$ cat src/rtl/vram_arbiter.sv
// vram_arbiter
// Shares one VRAM port between the renderer (fixed-latency fetches that
// always win) and a CPU access channel with an auto-incrementing address
// register and a buffered read path.
//
// Ports
//   clk, rst                 clock, synchronous active-high reset
//   i_rend                   renderer active; fetch strobes honoured only when 1
//   i_fetch_nt/attr/chr      renderer fetch strobes (at most one per cycle)
//   i_rend_addr[13:0]        address of the current renderer fetch
//   o_rend_data[7:0]         renderer read data (registered copy of i_vram_rdata)
//   i_vaddr_load, i_vaddr_in load the CPU VRAM address register
//   i_inc32                  CPU address step: 0 = +1, 1 = +32
//   i_cpu_req                one-cycle request pulse; i_cpu_we/i_cpu_wdata sampled with it
//   o_cpu_ack                one-cycle completion pulse
//   o_cpu_rdata[7:0]         read buffer returned to the CPU
//   o_busy                   CPU request pending, in flight, or being acknowledged
//   o_vram_addr/rd/wr/wdata  VRAM port (combinational, rd and wr mutually exclusive)
//   i_vram_rdata[7:0]        VRAM read data, valid the cycle after o_vram_rd
//   o_state[1:0], o_vaddr    debug view of the FSM state and the CPU address register
//
// Handshake: i_cpu_req is accepted only while o_busy=0. After acceptance the
// channel stays busy until the cycle in which o_cpu_ack=1; exactly one ack
// is produced per accepted request unless rst abandons it.
module vram_arbiter (
  input  logic        clk,
  input  logic        rst,
  input  logic        i_rend,
  input  logic        i_fetch_nt,
  input  logic        i_fetch_attr,
  input  logic        i_fetch_chr,
  input  logic [13:0] i_rend_addr,
  output logic [7:0]  o_rend_data,
  input  logic        i_vaddr_load,
  input  logic [13:0] i_vaddr_in,
  input  logic        i_inc32,
  input  logic        i_cpu_req,
  input  logic        i_cpu_we,
  input  logic [7:0]  i_cpu_wdata,
  output logic        o_cpu_ack,
  output logic [7:0]  o_cpu_rdata,
  output logic        o_busy,
  output logic [13:0] o_vram_addr,
  output logic        o_vram_rd,
  output logic        o_vram_wr,
  output logic [7:0]  o_vram_wdata,
  input  logic [7:0]  i_vram_rdata,
  output logic [1:0]  o_state,
  output logic [13:0] o_vaddr
);

  typedef enum logic [1:0] {
    ST_IDLE   = 2'd0,
    ST_PEND   = 2'd1,
    ST_RDWAIT = 2'd2
  } state_t;

  state_t      r_state;
  state_t      w_next;
  logic [13:0] r_vaddr;
  logic        r_we;
  logic [7:0]  r_wdata;
  logic        r_ack;
  logic [7:0]  r_cpu_rdata;
  logic [7:0]  r_rend_data;
  logic        r_rend_p1;

  logic        w_rend_grant;
  logic        w_cpu_grant;
  logic        w_accept;
  logic        w_complete;
  logic [13:0] w_step;
  logic [13:0] w_vram_addr;
  logic        w_vram_rd;
  logic        w_vram_wr;
  logic [7:0]  w_vram_wdata;

  assign w_rend_grant = i_rend & (i_fetch_nt | i_fetch_attr | i_fetch_chr);
  assign w_cpu_grant  = (r_state == ST_PEND) & ~w_rend_grant;
  // A request in the ack cycle is still "busy" and must be dropped.
  assign w_accept     = (r_state == ST_IDLE) & i_cpu_req & ~r_ack;
  // Completion: a granted write, or the capture cycle of a read.
  assign w_complete   = (w_cpu_grant & r_we) | (r_state == ST_RDWAIT);
  assign w_step       = i_inc32 ? 14'd32 : 14'd1;

  always_comb begin
    w_next       = r_state;
    w_vram_addr  = 14'd0;
    w_vram_rd    = 1'b0;
    w_vram_wr    = 1'b0;
    w_vram_wdata = 8'd0;
    if (w_rend_grant) begin
      w_vram_addr = i_rend_addr;
      w_vram_rd   = 1'b1;
    end
    case (r_state)
      ST_IDLE: begin
        if (w_accept) w_next = ST_PEND;
      end
      ST_PEND: begin
        if (w_cpu_grant) begin
          w_vram_addr = r_vaddr;
          if (r_we) begin
            w_vram_wr    = 1'b1;
            w_vram_wdata = r_wdata;
            w_next       = ST_IDLE;
          end else begin
            w_vram_rd = 1'b1;
            w_next    = ST_RDWAIT;
          end
        end
      end
      ST_RDWAIT: begin
        w_next = ST_IDLE;
      end
      default: begin
        w_next = ST_IDLE;
      end
    endcase
  end

  always_ff @(posedge clk) begin
    if (rst) begin
      r_state     <= ST_IDLE;
      r_vaddr     <= 14'd0;
      r_we        <= 1'b0;
      r_wdata     <= 8'd0;
      r_ack       <= 1'b0;
      r_cpu_rdata <= 8'd0;
      r_rend_data <= 8'd0;
      r_rend_p1   <= 1'b0;
    end else begin
      r_state <= w_next;
      r_ack   <= w_complete;
      if (w_accept) begin
        r_we    <= i_cpu_we;
        r_wdata <= i_cpu_wdata;
      end
      // An explicit load wins over the completion increment.
      if (i_vaddr_load)    r_vaddr <= i_vaddr_in;
      else if (w_complete) r_vaddr <= r_vaddr + w_step;
      if (r_state == ST_RDWAIT) r_cpu_rdata <= i_vram_rdata;
      // Renderer data arrives one cycle after its strobe.
      r_rend_p1 <= w_rend_grant;
      if (r_rend_p1) r_rend_data <= i_vram_rdata;
    end
  end

  // Combinational outputs are held at zero while rst is asserted.
  assign o_vram_addr  = rst ? 14'd0 : w_vram_addr;
  assign o_vram_rd    = w_vram_rd & ~rst;
  assign o_vram_wr    = w_vram_wr & ~rst;
  assign o_vram_wdata = rst ? 8'd0 : w_vram_wdata;
  assign o_cpu_ack    = r_ack & ~rst;
  assign o_busy       = ~rst & ((r_state != ST_IDLE) | r_ack);
  assign o_cpu_rdata  = r_cpu_rdata;
  assign o_rend_data  = r_rend_data;
  assign o_state      = r_state;
  assign o_vaddr      = r_vaddr;

endmodule

$ cat config.mk
export PLATFORM = sky130hd
export DESIGN_NAME = vram_arbiter
export DESIGN_NICKNAME = d
export VERILOG_FILES = /design/src/rtl/vram_arbiter.sv
export SDC_FILE = /design/constraint.sdc
export NUM_CORES = 1
export LEC_CHECK = 0
export CORE_MARGIN = 10
export CORE_UTILIZATION = 39
export DETAILED_ROUTE_END_ITERATION = 8
export GPL_ROUTABILITY_DRIVEN = 0
export PLACE_DENSITY = 0.8
export SLEW_MARGIN = 20
export SYNTH_ARGS = -nofsm -noshare
export SYNTH_HDL_FRONTEND = slang
export SYNTH_SLANG_ARGS = --single-unit
export TNS_END_PERCENT = 30
$ cat constraint.sdc
create_clock -name clk -period 2.5 [get_ports clk]
set_clock_uncertainty 0.15 [all_clocks]
set_input_delay 0.25 -clock clk [delete_from_list [all_inputs] [get_ports clk]]
set_output_delay 0.25 -clock clk [all_outputs]
set_load 0.03 [all_outputs]
**Word level (Yosys, flattened, before mapping)**

Cells that the tools add are included.

- Register bits after elaboration: 43
- Bits of input ports: 54
- Output and inout port bits: 58
- Word-level logic and storage cells: 55

- Add/subtract/negate cells: 1
- Equal/unequal tests: 4
- Mux-type cells: 22
- Bitwise logic cells: 16
- Reduce and logical (&&, ||, !) cells: 4

Operators with widths:

| cell | count |
|---|---|
| two-way mux 14 bit | 6 |
| two-way mux 8 bit | 4 |
| adder 14 x 6 -> 14 bit | 1 |
| bitwise AND 1 bit | 9 |
| two-way mux 1 bit | 7 |
| two-way mux 2 bit | 3 |
| two-way mux 6 bit | 1 |
| inequality test 2 bit (second input constant) | 2 |
| OR 1 bit | 4 |
| case mux 2 bit (2 select lines) | 1 |
| nonzero test 2 bit | 2 |
| NOT 1 bit | 3 |
| equality test 2 x 1 -> 1 bit (second input constant) | 1 |
| equality test 2 bit (second input constant) | 1 |
| logical NOT 2 bit | 1 |
| AND reduction 2 bit | 1 |

**Depth between registers and ports, before layout**

- Depth after elaboration: 9
- Depth in mapped cells: 6
- Gate-level depth less buffers: 6

**Least setup slack after synthesis**

OpenSTA, ideal clock, no wires.

- Path type: reg-to-output
- From: register r_state[0], in the netlist o_state[0]
- To: output o_vram_addr[10]
- Data arrival time: 1738 ps
- Required time: 2100 ps
- Slack: 362 ps
- Stages on the path, launching flop included: 6
- Buffers on the path: 1
- Cells stage by stage: dfxtp_1 > and2b_1 > nand2_1 > nor2_1 > clkbuf_1 > a22o_1

- Word-level cells in the longest chain between the ends: 5

RTL lines:

| what | RTL line | source |
|---|---|---|
| start: declaration | 58 | `state_t r_state;` |
| start signal: assignment | 133 | `r_state <= w_next;` |
| equality test 2 x 1 -> 1 bit * | 79, 96 |  |
| bitwise AND 1 bit | 79 | `assign w_cpu_grant = (r_state == ST_PEND) & ~w_rend_grant;` |
| two-way mux 14 bit | 101 | `if (w_cpu_grant) begin` |
| two-way mux 14 bit * | 96 | `case (r_state)` |
| two-way mux 14 bit * | 150 | `assign o_vram_addr = rst ? 14'd0 : w_vram_addr;` |
| end: declaration | 43 | `output logic [13:0] o_vram_addr,` |

Mark *: on every way between the ends. The rest lies on a longest branch, timed or not.

**Worst setup path in the final report**

- From: input i_fetch_attr
- To: output o_vram_addr[9]

- Word-level cells in the longest chain between the ends: 8
- Elaborated cells between the ends (all ways): 9
- Classes of those cells: mux (4); bitwise (5)

RTL lines:

| what | RTL line | source |
|---|---|---|
| start: declaration | 30 | `input logic i_fetch_attr,` |
| OR 1 bit * (2 in a row) | 78 | `assign w_rend_grant = i_rend & (i_fetch_nt \| i_fetch_attr \| i_fetch_chr);` |
| bitwise AND 1 bit * | 78 |  |
| NOT 1 bit | 79 |  |
| bitwise AND 1 bit | 79 |  |
| two-way mux 14 bit | 101 |  |
| two-way mux 14 bit * | 96 |  |
| two-way mux 14 bit * | 150 |  |

Marks and branches as above.

==> metrics.yaml <==
start_util_pct: 40.6
fin_area_um2: 3320
cts_tree: "done"
die-height_um: 93.2
synth_top_cell_by_area: "dfxtp_1"
power.density_nw_per_um2: 505
synth_ff_type: "dfxtp_1"
maxCapViolCount: 0
max-slew-margin-rel_pct: 54.5
async_flop_share_pct: 0
dr_total_vias: 2207
synth-edff-count: 0
antenna_cells: 0
drv_slew: 0
critical_path_class: "primary input to output pin"
ios: 112
whs_ns: 0.121
core_area_um2: 5140
startpoint_type: "primary input"
dp_cells: 418
hpwl_mm: 5.43
grt_pass1_vias: 2118
syn2layout_area_growth_pct: 59.1
drt_iter0_drc: 82
nFillCells: 510
syn-cell-area_um2: 2090
dieArea_um2: 8680
path_max_fanout: 14
grt_use_total_pct: 15.2
grt_pass1_wl_mm: 10.8
grt_max_degree: 24
multi_input_area_um2: 1130
ys_ff_latch: 43
layout_worst_path_cycle_share_pct: 92.2
num-nets-final: 412
p_leak_nw: 1.29
die_w_um: 93.2
setup_viol: 0
port_buffers: 111
holdBufCountCts: 0
antenna_found_initial: 0
timing.final.ws_setup_ns: 0.194
hold_viol: 0
clk_path_buf_depth: 2
power_frac_seq_pct: 45.5
p_clk_share_pct: 30.5
fin_util_pct: 64.7
netlist_instances: 245
min_period_ns: 2.31
yosys-top-cells-count: "43 x dfxtp_1, 38 x nand2_1, 23 x nor2_1"
pre_cts_slack_ns: 0.0534
p_sw_uw: 468
final_antenna_net_count: 0
worst_slew_pin_slew_ns: 0.680
max_freq_mhz: 434
vias_per_cell: 5.19
htree_levels: 2
rsz0062_at_grt: "no"
hold_path_class: "primary input to flip-flop"
root_buffer: "clkbuf_8"
critPathCaptureType: "output pin"
rows: 26
power.share.switching_pct: 27.8
total_power_mw: 1.68
ys_warn_count: 0
required_ns: 2.10
clkSinkCount: 43
drc: 0
ys_top_cells_by_area: "dfxtp_1 41%, nand2_1 6.8%, a22o_1 5.9%"
wire_per_inst_um: 16.2
p_int_mw: 1.21
yosysMostFrequentCell: "dfxtp_1"
postRouteWirelength_mm: 6.88
setup_tns_ns: 0
yosysSeqAreaShare_pct: 41.2
yosys.area.top_type_share_pct: 41.2
clk_pin_slew_ns: 0.08
outcome: "finished clean"
firstDrtPassIters: 4
max-vdd-ir-drop_uv: 280
ys_types: 37
register_area_um2: 861
cp.arrival_ns: 1.91
avgSynthCellArea_um2: 8.52
insertion_delay_ns: 0.28
p_comb_share_pct: 24.1
place_area_um2: 3220
final_cells: 425
syn_nets: 302
cts_made_buffers: 5
layout-drive-gt1-share_pct: 12.4
grt-ovfl-total: 0
-- final timing paths --
path | from | to | slack [ns] | depth (start not counted)
hold / removal | rst | o_vaddr[1] | 0.12 | 2
hold reg to reg | r_wdata[7] | r_wdata[7] | 0.30 | 2
setup / recovery | i_fetch_attr | o_vram_addr[9] | 0.19 | 7
setup reg to reg | o_vaddr[2] | o_vaddr[10] | 0.47 | 4
-- critical path, cell delays in order --
cell and delay (ns):
clkdlybuf4s50_1 0.44, o31ai_4 0.39, nand2_1 0.12, nor2_1 0.14, buf_4 0.23, a22o_1 0.17
buf_4 0.16
-- cell type report --
type                       instances  share of cell area [%]
multi-input combinational        179                    34.1
timing repair buffer             120                    33.6
sequential                        43                    25.9
tap                               70                    2.64
clock buffer                       6                    2.18
clock inverter                     1                   0.904
inverter                           6                   0.678
-- per-layer routing --
metal,global-route usage [%],share of wire [%],vias to the layer above,wire [um]
li1,-,-,1110,-
met1,17.1,42,1045,2890
met2,27.6,53,50,3620
met3,4.48,4.6,2,318
met4,3.47,0.68,0,47
met5,0,0,-,0
-- state kept, by name (all words and copies together), names as in the netlist --
| name | flops |
|---|---|
| o_vaddr | 14 |
| o_cpu_rdata | 8 |
| o_state | 2 |
| r_we | 1 |
| r_ack | 1 |
| r_rend_p1 | 1 |
| r_wdata | 8 |
| o_rend_data | 8 |
-- cells in the final DEF, fill, tap and decap left out, drive strengths merged, types with 4 or more instances in the layout --
cell,instances
a22o,14
nand3,4
and3,9
a311oi,9
nand2,38
clkbuf,6
inv,6
o31ai,7
nor2,23
a21oi,21
dfxtp,43
or4,6
o21ai,4
mux2i,10
clkdlybuf4s50,87
buf,33
-- cells by family (layout without fill, tap and decap cells) --
| family | count (synthesis) | in the layout | synth area share [%] |
|---|---|---|---|
| fa+ha+maj | 3 | 3 | 1.80 |
| mux | 10 | 10 | 4.79 |
| simple gates | 100 | 100 | 22.9 |
| buf+inv | 23 | 133 | 4.61 |
| compound gates | 66 | 66 | 24.7 |
| flops | 43 | 43 | 41.2 |
-- power groups by stage --
stage / Combinational [mW] / Sequential (mW) / Clock [mW]
3_5_place_dp: 0.407 / 0.781 / 0
4_1_cts: 0.408 / 0.764 / 0.527
3_3_place_gp: 0.401 / 0.779 / 0
5_1_grt: 0.433 / 0.772 / 0.565
2_1_floorplan: 0.160 / 0.821 / 0
6_report: 0.404 / 0.764 / 0.512
-- what timing repair did --
| action | 4_1_cts | 5_1_grt |
|---|---|---|
| setup buffers | 0 | 0 |
| gates resized for setup | 0 | 1 |
| endpoints found under the setup margin | 0 | 14 |
No activity file was read; power rests on OpenSTA's default activity.
